File: config.mk
export PLATFORM = sky130hd
export DESIGN_NAME = fpu_compare_pipe
export DESIGN_NICKNAME = d
export VERILOG_FILES = /design/src/rtl/fpu_cmp_pkg.sv /design/src/rtl/fpu_classify.sv /design/src/rtl/fpu_compare_pipe.sv
export SDC_FILE = /design/constraint.sdc
export NUM_CORES = 1
export LEC_CHECK = 0
export ABC_AREA = 1
export BUFFER_PORTS_ARGS = -buffer_cell sky130_fd_sc_hd__buf_2
export CORE_ASPECT_RATIO = 0.75
export CORE_MARGIN = 5
export CORE_UTILIZATION = 50
export DETAILED_ROUTE_END_ITERATION = 10
export GPL_TIMING_DRIVEN = 1
export PLACE_DENSITY = 0.82
export SYNTH_ARGS = -nofsm -noshare
export SYNTH_HDL_FRONTEND = slang
export SYNTH_SLANG_ARGS = --single-unit
File: constraint.sdc
create_clock -name clk -period 4.1 [get_ports clk]
set_input_delay 0.205 -clock clk [delete_from_list [all_inputs] [get_ports clk]]
set_output_delay 0.205 -clock clk [all_outputs]
set_load 0.1 [all_outputs]
File: src/rtl/fpu_cmp_pkg.sv
// Shared types and helpers for the FP compare/min-max pipeline.
package fpu_cmp_pkg;

  typedef enum logic [2:0] {
    FLE  = 3'b000,
    FLT  = 3'b001,
    FEQ  = 3'b010,
    FMIN = 3'b011,
    FMAX = 3'b100
  } cmp_op_e;

  typedef enum logic [2:0] {ZERO, SUBNORM, NORM, INF, QNAN, SNAN} fp_class_e;

  localparam int FP_MAX_W = 64;

  // Canonical quiet NaN: sign 0, exponent all-ones, fraction MSB set, rest zero.
  function automatic logic [FP_MAX_W-1:0] canonical_nan(input int exp_w, input int man_w);
    logic [FP_MAX_W-1:0] v;
    v = '0;
    for (int i = 0; i < FP_MAX_W; i++)
      if ((i >= man_w - 1) && (i < man_w + exp_w)) v[i] = 1'b1;
    return v;
  endfunction

endpackage

File: src/rtl/fpu_classify.sv
// Combinational IEEE-754 operand classifier (zero/subnormal/normal/inf/qNaN/sNaN) plus sign.
module fpu_classify
  import fpu_cmp_pkg::*;
#(
  parameter int EXP_W = 8,
  parameter int MAN_W = 23
) (
  input  logic [EXP_W+MAN_W:0] x,
  output fp_class_e            cls,
  output logic                 sign
);

  logic [EXP_W-1:0] exp_f;
  logic [MAN_W-1:0] man_f;

  assign sign  = x[EXP_W+MAN_W];
  assign exp_f = x[EXP_W+MAN_W-1:MAN_W];
  assign man_f = x[MAN_W-1:0];

  always_comb begin
    cls = NORM;
    if (&exp_f) begin
      if (man_f == '0)        cls = INF;
      else if (man_f[MAN_W-1]) cls = QNAN;
      else                     cls = SNAN;
    end else if (exp_f == '0) begin
      cls = (man_f == '0) ? ZERO : SUBNORM;
    end
  end

endmodule

File: src/rtl/fpu_compare_pipe.sv
// Pipelined FP compare / min-max unit with valid-ready handshake and NV flag accounting.
// FPU_CMP_MINMAX_EN enables FMIN/FMAX; otherwise those opcodes are reported as illegal.
module fpu_compare_pipe
  import fpu_cmp_pkg::*;
#(
  parameter int EXP_W  = 8,
  parameter int MAN_W  = 23,
  parameter int STAGES = 2,
  parameter int TAG_W  = 4,
  parameter int CNT_W  = 16
) (
  input  logic                     clk,
  input  logic                     rst,
  input  logic                     in_valid,
  output logic                     in_ready,
  input  logic [EXP_W+MAN_W:0]     in_a,
  input  logic [EXP_W+MAN_W:0]     in_b,
  input  logic [2:0]               in_op,
  input  logic [TAG_W-1:0]         in_tag,
  output logic                     out_valid,
  input  logic                     out_ready,
  output logic [EXP_W+MAN_W:0]     out_result,
  output logic                     out_invalid,
  output logic [TAG_W-1:0]         out_tag,
  input  logic                     flags_clr,
  output logic                     sticky_nv,
  output logic [CNT_W-1:0]         nv_count
);

  localparam int W = 1 + EXP_W + MAN_W;
`ifdef FPU_CMP_MINMAX_EN
  localparam logic [FP_MAX_W-1:0] CNAN_FULL = canonical_nan(EXP_W, MAN_W);
  localparam logic [W-1:0]        CNAN      = CNAN_FULL[W-1:0];
`endif

  typedef struct packed {
    logic [2:0]       op;
`ifdef FPU_CMP_MINMAX_EN
    logic [W-1:0]     a;
    logic [W-1:0]     b;
    logic             ltz;
`endif
    logic [TAG_W-1:0] tag;
    fp_class_e        cls_a;
    fp_class_e        cls_b;
    logic             lt;
    logic             eq;
  } pay_t;

  function automatic logic [CNT_W-1:0] sat_inc(input logic [CNT_W-1:0] c);
    return (&c) ? c : c + 1'b1;
  endfunction

  function automatic logic [W:0] eval_op(input pay_t p);
    logic         nan_a, nan_b, nan_any, snan_any, inv;
    logic [W-1:0] res;
    nan_a    = (p.cls_a == QNAN) || (p.cls_a == SNAN);
    nan_b    = (p.cls_b == QNAN) || (p.cls_b == SNAN);
    nan_any  = nan_a || nan_b;
    snan_any = (p.cls_a == SNAN) || (p.cls_b == SNAN);
    res = '0;
    inv = 1'b0;
    case (p.op)
      FEQ: begin res[0] = !nan_any && p.eq;           inv = snan_any; end
      FLT: begin res[0] = !nan_any && p.lt;           inv = nan_any;  end
      FLE: begin res[0] = !nan_any && (p.lt || p.eq); inv = nan_any;  end
`ifdef FPU_CMP_MINMAX_EN
      FMIN, FMAX: begin
        inv = snan_any;
        if (nan_a && nan_b) res = CNAN;
        else if (nan_a)     res = p.b;
        else if (nan_b)     res = p.a;
        else                res = ((p.op == FMIN) == p.ltz) ? p.a : p.b;
      end
`endif
      default: begin res = '0; inv = 1'b1; end
    endcase
    return {inv, res};
  endfunction

  fp_class_e    cls_a, cls_b;
  logic         sign_a, sign_b, both_zero, ltz;
  logic [W-2:0] mag_a, mag_b;
  pay_t         pay_in, pay_last;
  logic         vld_last;
  logic [STAGES-1:0] vld_p, adv;

  fpu_classify #(.EXP_W(EXP_W), .MAN_W(MAN_W)) u_cls_a (.x(in_a), .cls(cls_a), .sign(sign_a));
  fpu_classify #(.EXP_W(EXP_W), .MAN_W(MAN_W)) u_cls_b (.x(in_b), .cls(cls_b), .sign(sign_b));

  // Sign-magnitude ordering; ltz orders -0 below +0, lt/eq treat the zeros as equal.
  assign mag_a     = in_a[W-2:0];
  assign mag_b     = in_b[W-2:0];
  assign both_zero = (cls_a == ZERO) && (cls_b == ZERO);
  assign ltz       = (sign_a != sign_b) ? sign_a : (sign_a ? (mag_a > mag_b) : (mag_a < mag_b));

  always_comb begin
    pay_in       = '0;
    pay_in.op    = in_op;
`ifdef FPU_CMP_MINMAX_EN
    pay_in.a     = in_a;
    pay_in.b     = in_b;
    pay_in.ltz   = ltz;
`endif
    pay_in.tag   = in_tag;
    pay_in.cls_a = cls_a;
    pay_in.cls_b = cls_b;
    pay_in.lt    = ltz && !both_zero;
    pay_in.eq    = both_zero || (in_a == in_b);
  end

  always_comb begin
    adv = '0;
    adv[STAGES-1] = !vld_p[STAGES-1] || out_ready;
    for (int k = STAGES - 2; k >= 0; k--) adv[k] = !vld_p[k] || adv[k+1];
  end

  assign in_ready  = adv[0];
  assign out_valid = vld_p[STAGES-1];

  always_ff @(posedge clk or posedge rst) begin
    if (rst) begin
      vld_p <= '0;
    end else begin
      if (adv[0]) vld_p[0] <= in_valid;
      for (int k = 1; k < STAGES; k++)
        if (adv[k]) vld_p[k] <= vld_p[k-1];
    end
  end

  generate
    if (STAGES == 1) begin : g_fold
      assign pay_last = pay_in;
      assign vld_last = in_valid;
    end else begin : g_pipe
      pay_t pay_p [STAGES-1];
      // Stage 0 holds class and compare flags; later stages up to the result are plain copies.
      always_ff @(posedge clk) begin
        if (adv[0] && in_valid) pay_p[0] <= pay_in;
        for (int k = 1; k < STAGES - 1; k++)
          if (adv[k] && vld_p[k-1]) pay_p[k] <= pay_p[k-1];
      end
      assign pay_last = pay_p[STAGES-2];
      assign vld_last = vld_p[STAGES-2];
    end
  endgenerate

  // Result stage
  always_ff @(posedge clk or posedge rst) begin
    if (rst) begin
      out_result  <= '0;
      out_invalid <= 1'b0;
      out_tag     <= '0;
    end else if (adv[STAGES-1] && vld_last) begin
      {out_invalid, out_result} <= eval_op(pay_last);
      out_tag                   <= pay_last.tag;
    end
  end

  always_ff @(posedge clk or posedge rst) begin
    if (rst) begin
      sticky_nv <= 1'b0;
      nv_count  <= '0;
    end else if (flags_clr) begin
      sticky_nv <= 1'b0;
      nv_count  <= '0;
    end else if (out_valid && out_ready && out_invalid) begin
      sticky_nv <= 1'b1;
      nv_count  <= sat_inc(nv_count);
    end
  end

endmodule

==> metrics.txt <==
# TYPE chip_impl_metric gauge
chip_impl_metric{name="chipWidth",unit="um"} 103
chip_impl_metric{name="synth-seq-cells",unit=""} 40
chip_impl_metric{name="synth_seq_area_share",unit="%"} 32.9
chip_impl_metric{name="synth_async_sr_flop_share",unit="%"} 62.5
chip_impl_metric{name="syn_area",unit="um2"} 3270
chip_impl_metric{name="die_height",unit="um"} 80.1
chip_impl_info{name="highest_count_cells_in_the_layout_ignoring_fill_and_taps",value="buf_2, nand2_1, inv_1"} 1
chip_impl_metric{name="route.detailed.drc",unit=""} 0
chip_impl_metric{name="syn-instance-count",unit=""} 443
chip_impl_metric{name="cts_sink_cnt",unit=""} 40
chip_impl_metric{name="hpwl",unit="um"} 6520
chip_impl_metric{name="floorplan.io_pins",unit=""} 132
chip_impl_metric{name="grt_max_degree",unit=""} 26
chip_impl_metric{name="number_of_placement_rows",unit=""} 25
chip_impl_metric{name="synth_edf_count",unit=""} 15
chip_impl_metric{name="cts_post_setup_buffers_inserted",unit=""} 0
chip_impl_metric{name="p_switching",unit="mW"} 0.568
chip_impl_metric{name="combPwrFrac",unit="%"} 40.9
chip_impl_info{name="outcome",value="completed"} 1
chip_impl_info{name="worst_hold_path_type",value="in2reg"} 1
chip_impl_metric{name="cp_max_fo",unit=""} 14
chip_impl_metric{name="adder_cell_share_of_the_synthesized_area",unit="%"} 12.2
chip_impl_info{name="layout_commonest_cell",value="buf_2"} 1
chip_impl_metric{name="slew_headroom",unit="%"} 36.7
chip_impl_metric{name="share_seq_of_total_power",unit="%"} 37.3
chip_impl_metric{name="syn_to_final_growth",unit="%"} 17.2
chip_impl_info{name="cp-start-kind",value="flip-flop"} 1
chip_impl_metric{name="global_route.usage.total",unit="%"} 19.0
chip_impl_metric{name="report.final.hold_viol_count",unit=""} 0
chip_impl_metric{name="power_density",unit="nW/um2"} 325
chip_impl_metric{name="cts-root-to-sink-buffers",unit=""} 2
chip_impl_metric{name="required",unit="ns"} 4.27
chip_impl_metric{name="overflow",unit=""} 0
chip_impl_metric{name="antennaDiodeCount",unit=""} 0
chip_impl_metric{name="finish.net_count",unit=""} 655
chip_impl_info{name="worst-setup-path-type",value="reg2reg"} 1
chip_impl_info{name="synth_top_family_by_area",value="simple AND/OR/NAND/NOR gates"} 1
chip_impl_info{name="worst_setup_path_end_kind",value="flip-flop"} 1
chip_impl_metric{name="drt-wirelength-per-cell",unit="um"} 12.1
chip_impl_metric{name="max_slew_vio_count",unit=""} 0
chip_impl_metric{name="worst_clock_skew",unit="ns"} 0.00897
chip_impl_metric{name="max_freq",unit="MHz"} 521
chip_impl_metric{name="cts-buffers-inserted",unit=""} 5
chip_impl_info{name="cts-root-buf",value="clkbuf_8"} 1
chip_impl_metric{name="wire_length_of_the_first_global_routing_pass",unit="um"} 12700
chip_impl_metric{name="power.static_leakage",unit="nW"} 2.10
chip_impl_metric{name="maxCapViolations",unit=""} 0
chip_impl_metric{name="core_area",unit="um2"} 6320
chip_impl_metric{name="vdd.ir_drop.worst",unit="uV"} 155
chip_impl_metric{name="post-layout-total-power",unit="mW"} 1.25
chip_impl_metric{name="cellInternalPower",unit="mW"} 0.680
chip_impl_metric{name="synthesis.yosys.warnings",unit=""} 0
chip_impl_metric{name="synth_area_per_cell",unit="um2"} 7.39
chip_impl_info{name="tritoncts",value="done"} 1
chip_impl_metric{name="post_cts.resized_instances",unit=""} 0
chip_impl_metric{name="synth_mux_area_share",unit="%"} 0
chip_impl_metric{name="synth_simple_gate_area_share",unit="%"} 28.2
chip_impl_metric{name="post_drt_via_cell_ratio",unit=""} 4.79
chip_impl_metric{name="portBuffers",unit=""} 100
chip_impl_metric{name="grt_pass1_vias",unit=""} 2956
chip_impl_metric{name="period_minus_slack",unit="ns"} 1.92
chip_impl_metric{name="final_min_period_over_clock_period",unit="%"} 46.8
chip_impl_metric{name="clock_latency",unit="ns"} 0.29
chip_impl_metric{name="worst-endpoint-arrival",unit="ns"} 2.09
chip_impl_metric{name="setup-tns-final",unit="ns"} 0
chip_impl_metric{name="timing_worst_slew_pin_value",unit="ns"} 0.949
chip_impl_metric{name="clk_pin_slew_worst_paths",unit="ns"} 0.08
chip_impl_metric{name="effective_utilization_at_floorplan",unit="%"} 51.8
chip_impl_metric{name="clock_power_share",unit="%"} 21.8
chip_impl_metric{name="switching_share",unit="%"} 45.5
chip_impl_metric{name="synth-xor-area-share",unit="%"} 2.14
chip_impl_metric{name="drtIter0Drc",unit=""} 108
chip_impl_metric{name="drt.antenna.violating_nets",unit=""} 0
chip_impl_metric{name="cts_hold_buffers",unit=""} 0
chip_impl_metric{name="post_synth_num_cell_types",unit=""} 36
chip_impl_metric{name="synth_compound_area_share",unit="%"} 7.19
chip_impl_metric{name="gpl.final_weighted_congestion",unit=""} 0.852
chip_impl_metric{name="antenna_found_initial",unit=""} 0
chip_impl_metric{name="num_vias",unit=""} 3011
chip_impl_metric{name="cts.htree.levels",unit=""} 2
chip_impl_info{name="postSynth.topFlopCell",value="dfrtp_1"} 1
chip_impl_metric{name="die_area",unit="um2"} 8280
chip_impl_metric{name="dr.pass1.iters",unit=""} 4
chip_impl_info{name="grt_setup_unrepaired",value="no"} 1
chip_impl_metric{name="drive_gt1_share",unit="%"} 23.2
chip_impl_metric{name="final_setup_fails",unit=""} 0
chip_impl_metric{name="route.final.wire_length",unit="um"} 7620
[logic make-up (layout without fill, tap and decap cells)]
group | Yosys count | after routing
AO/OA/AOI/OAI | 39 | 39
XOR/XNOR | 8 | 8
adder cells (fa/ha/maj) | 32 | 32
buffers and inverters | 117 | 192
flip-flops | 40 | 40
other | 1 | 31
AND/OR/NAND/NOR | 206 | 206
[stage by stage]
stage          setup WS, ns  utilization (%)  hold slack, ns  cells  instance area, um2
2_1_floorplan          1.28                -           0.232    473                3390
3_3_place_gp           2.29             59.2           0.388    621                3740
3_5_place_dp           2.19             59.2           0.384    621                3740
4_1_cts                2.19             60.7          0.0790    629                3840
5_1_grt                2.05             60.7          0.0596    629                3840
6_report               2.18             60.7          0.0905    629                3840
[power by group through the flow]
stage               logic [mW]  clock network, mW  registers [mW]
floorplan                0.286                  0           0.621
global placement         0.501                  0           0.471
detailed placement       0.509                  0           0.473
CTS                      0.511              0.279           0.465
global route             0.550              0.303           0.469
finish                   0.511              0.272           0.465
[critical path: stages, from the launching register on]
cell and delay, ns:
dfrtp_1 0.42, ha_1 0.24, nand3_1 0.12, inv_2 0.07, nand2_2 0.08, nor2_4 0.04, a21oi_4 0.39, inv_2 0.11
nand2_2 0.13, inv_2 0.07, nand2_1 0.06, o31ai_1 0.06
[worst paths after layout]
check,from,to,slack [ns],cells after the start
setup / recovery,nv_count[0],nv_count[14],2.18,11
hold / removal,in_op[2],g_pipe.pay_p[0][14],0.09,1
setup reg to reg,nv_count[0],nv_count[14],2.18,11
hold reg to reg,g_pipe.pay_p[0][8],out_tag[0],0.45,2
max in group asynchronous,rst,nv_count[5],3.40,2
min in group asynchronous,rst,nv_count[13],0.12,2
[state kept, by name, indices dropped and copies added (netlist names)]
register / cells
out_tag: 4
nv_count: 16
out_invalid: 1
vld_p: 2
g_pipe.pay_p: 15
out_result: 1
sticky_nv: 1
[final cells by class]
| class | instances | area, um2 |
|---|---|---|
| Multi-Input combinational cell | 316 | 1750 |
| Tap cell | 81 | 101 |
| Sequential cell | 40 | 1080 |
| Timing Repair Buffer | 100 | 500 |
| Clock buffer | 6 | 82.6 |
| Fill cell | 576 | 2480 |
| Clock inverter | 2 | 15.0 |
| Inverter | 84 | 315 |
[synthesized netlist by cell type, types with 2 or more instances]
master	number	area (um2)
nand2_1	97	364
inv_1	79	297
nor2_1	47	176
ha_1	32	400
buf_4	31	233
dfrtp_1	25	626
nand3_1	23	115
nand4_1	17	106
a21oi_1	16	80.1
edfxtp_1	15	450
xor2_1	8	70.1
nand2_2	7	43.8
o21ai_1	7	35.0
o21ai_0	5	25.0
inv_2	4	15.0
nor3_1	3	15.0
a21o_1	2	15.0
nand3_2	2	20.0
nor2_4	2	22.5
nor3_2	2	20.0
nor3b_1	2	15.0
nor4_1	2	12.5
o31ai_1	2	15.0
[metal layers]
layer,GRT usage [%],up-vias,share of wire [%]
li1,-,1563,-
met4,4.53,0,0.68
met3,4.25,4,7.3
met2,30.9,108,46
met5,0,-,0
met1,25.5,1336,46
(Power assumes the default switching activity.)
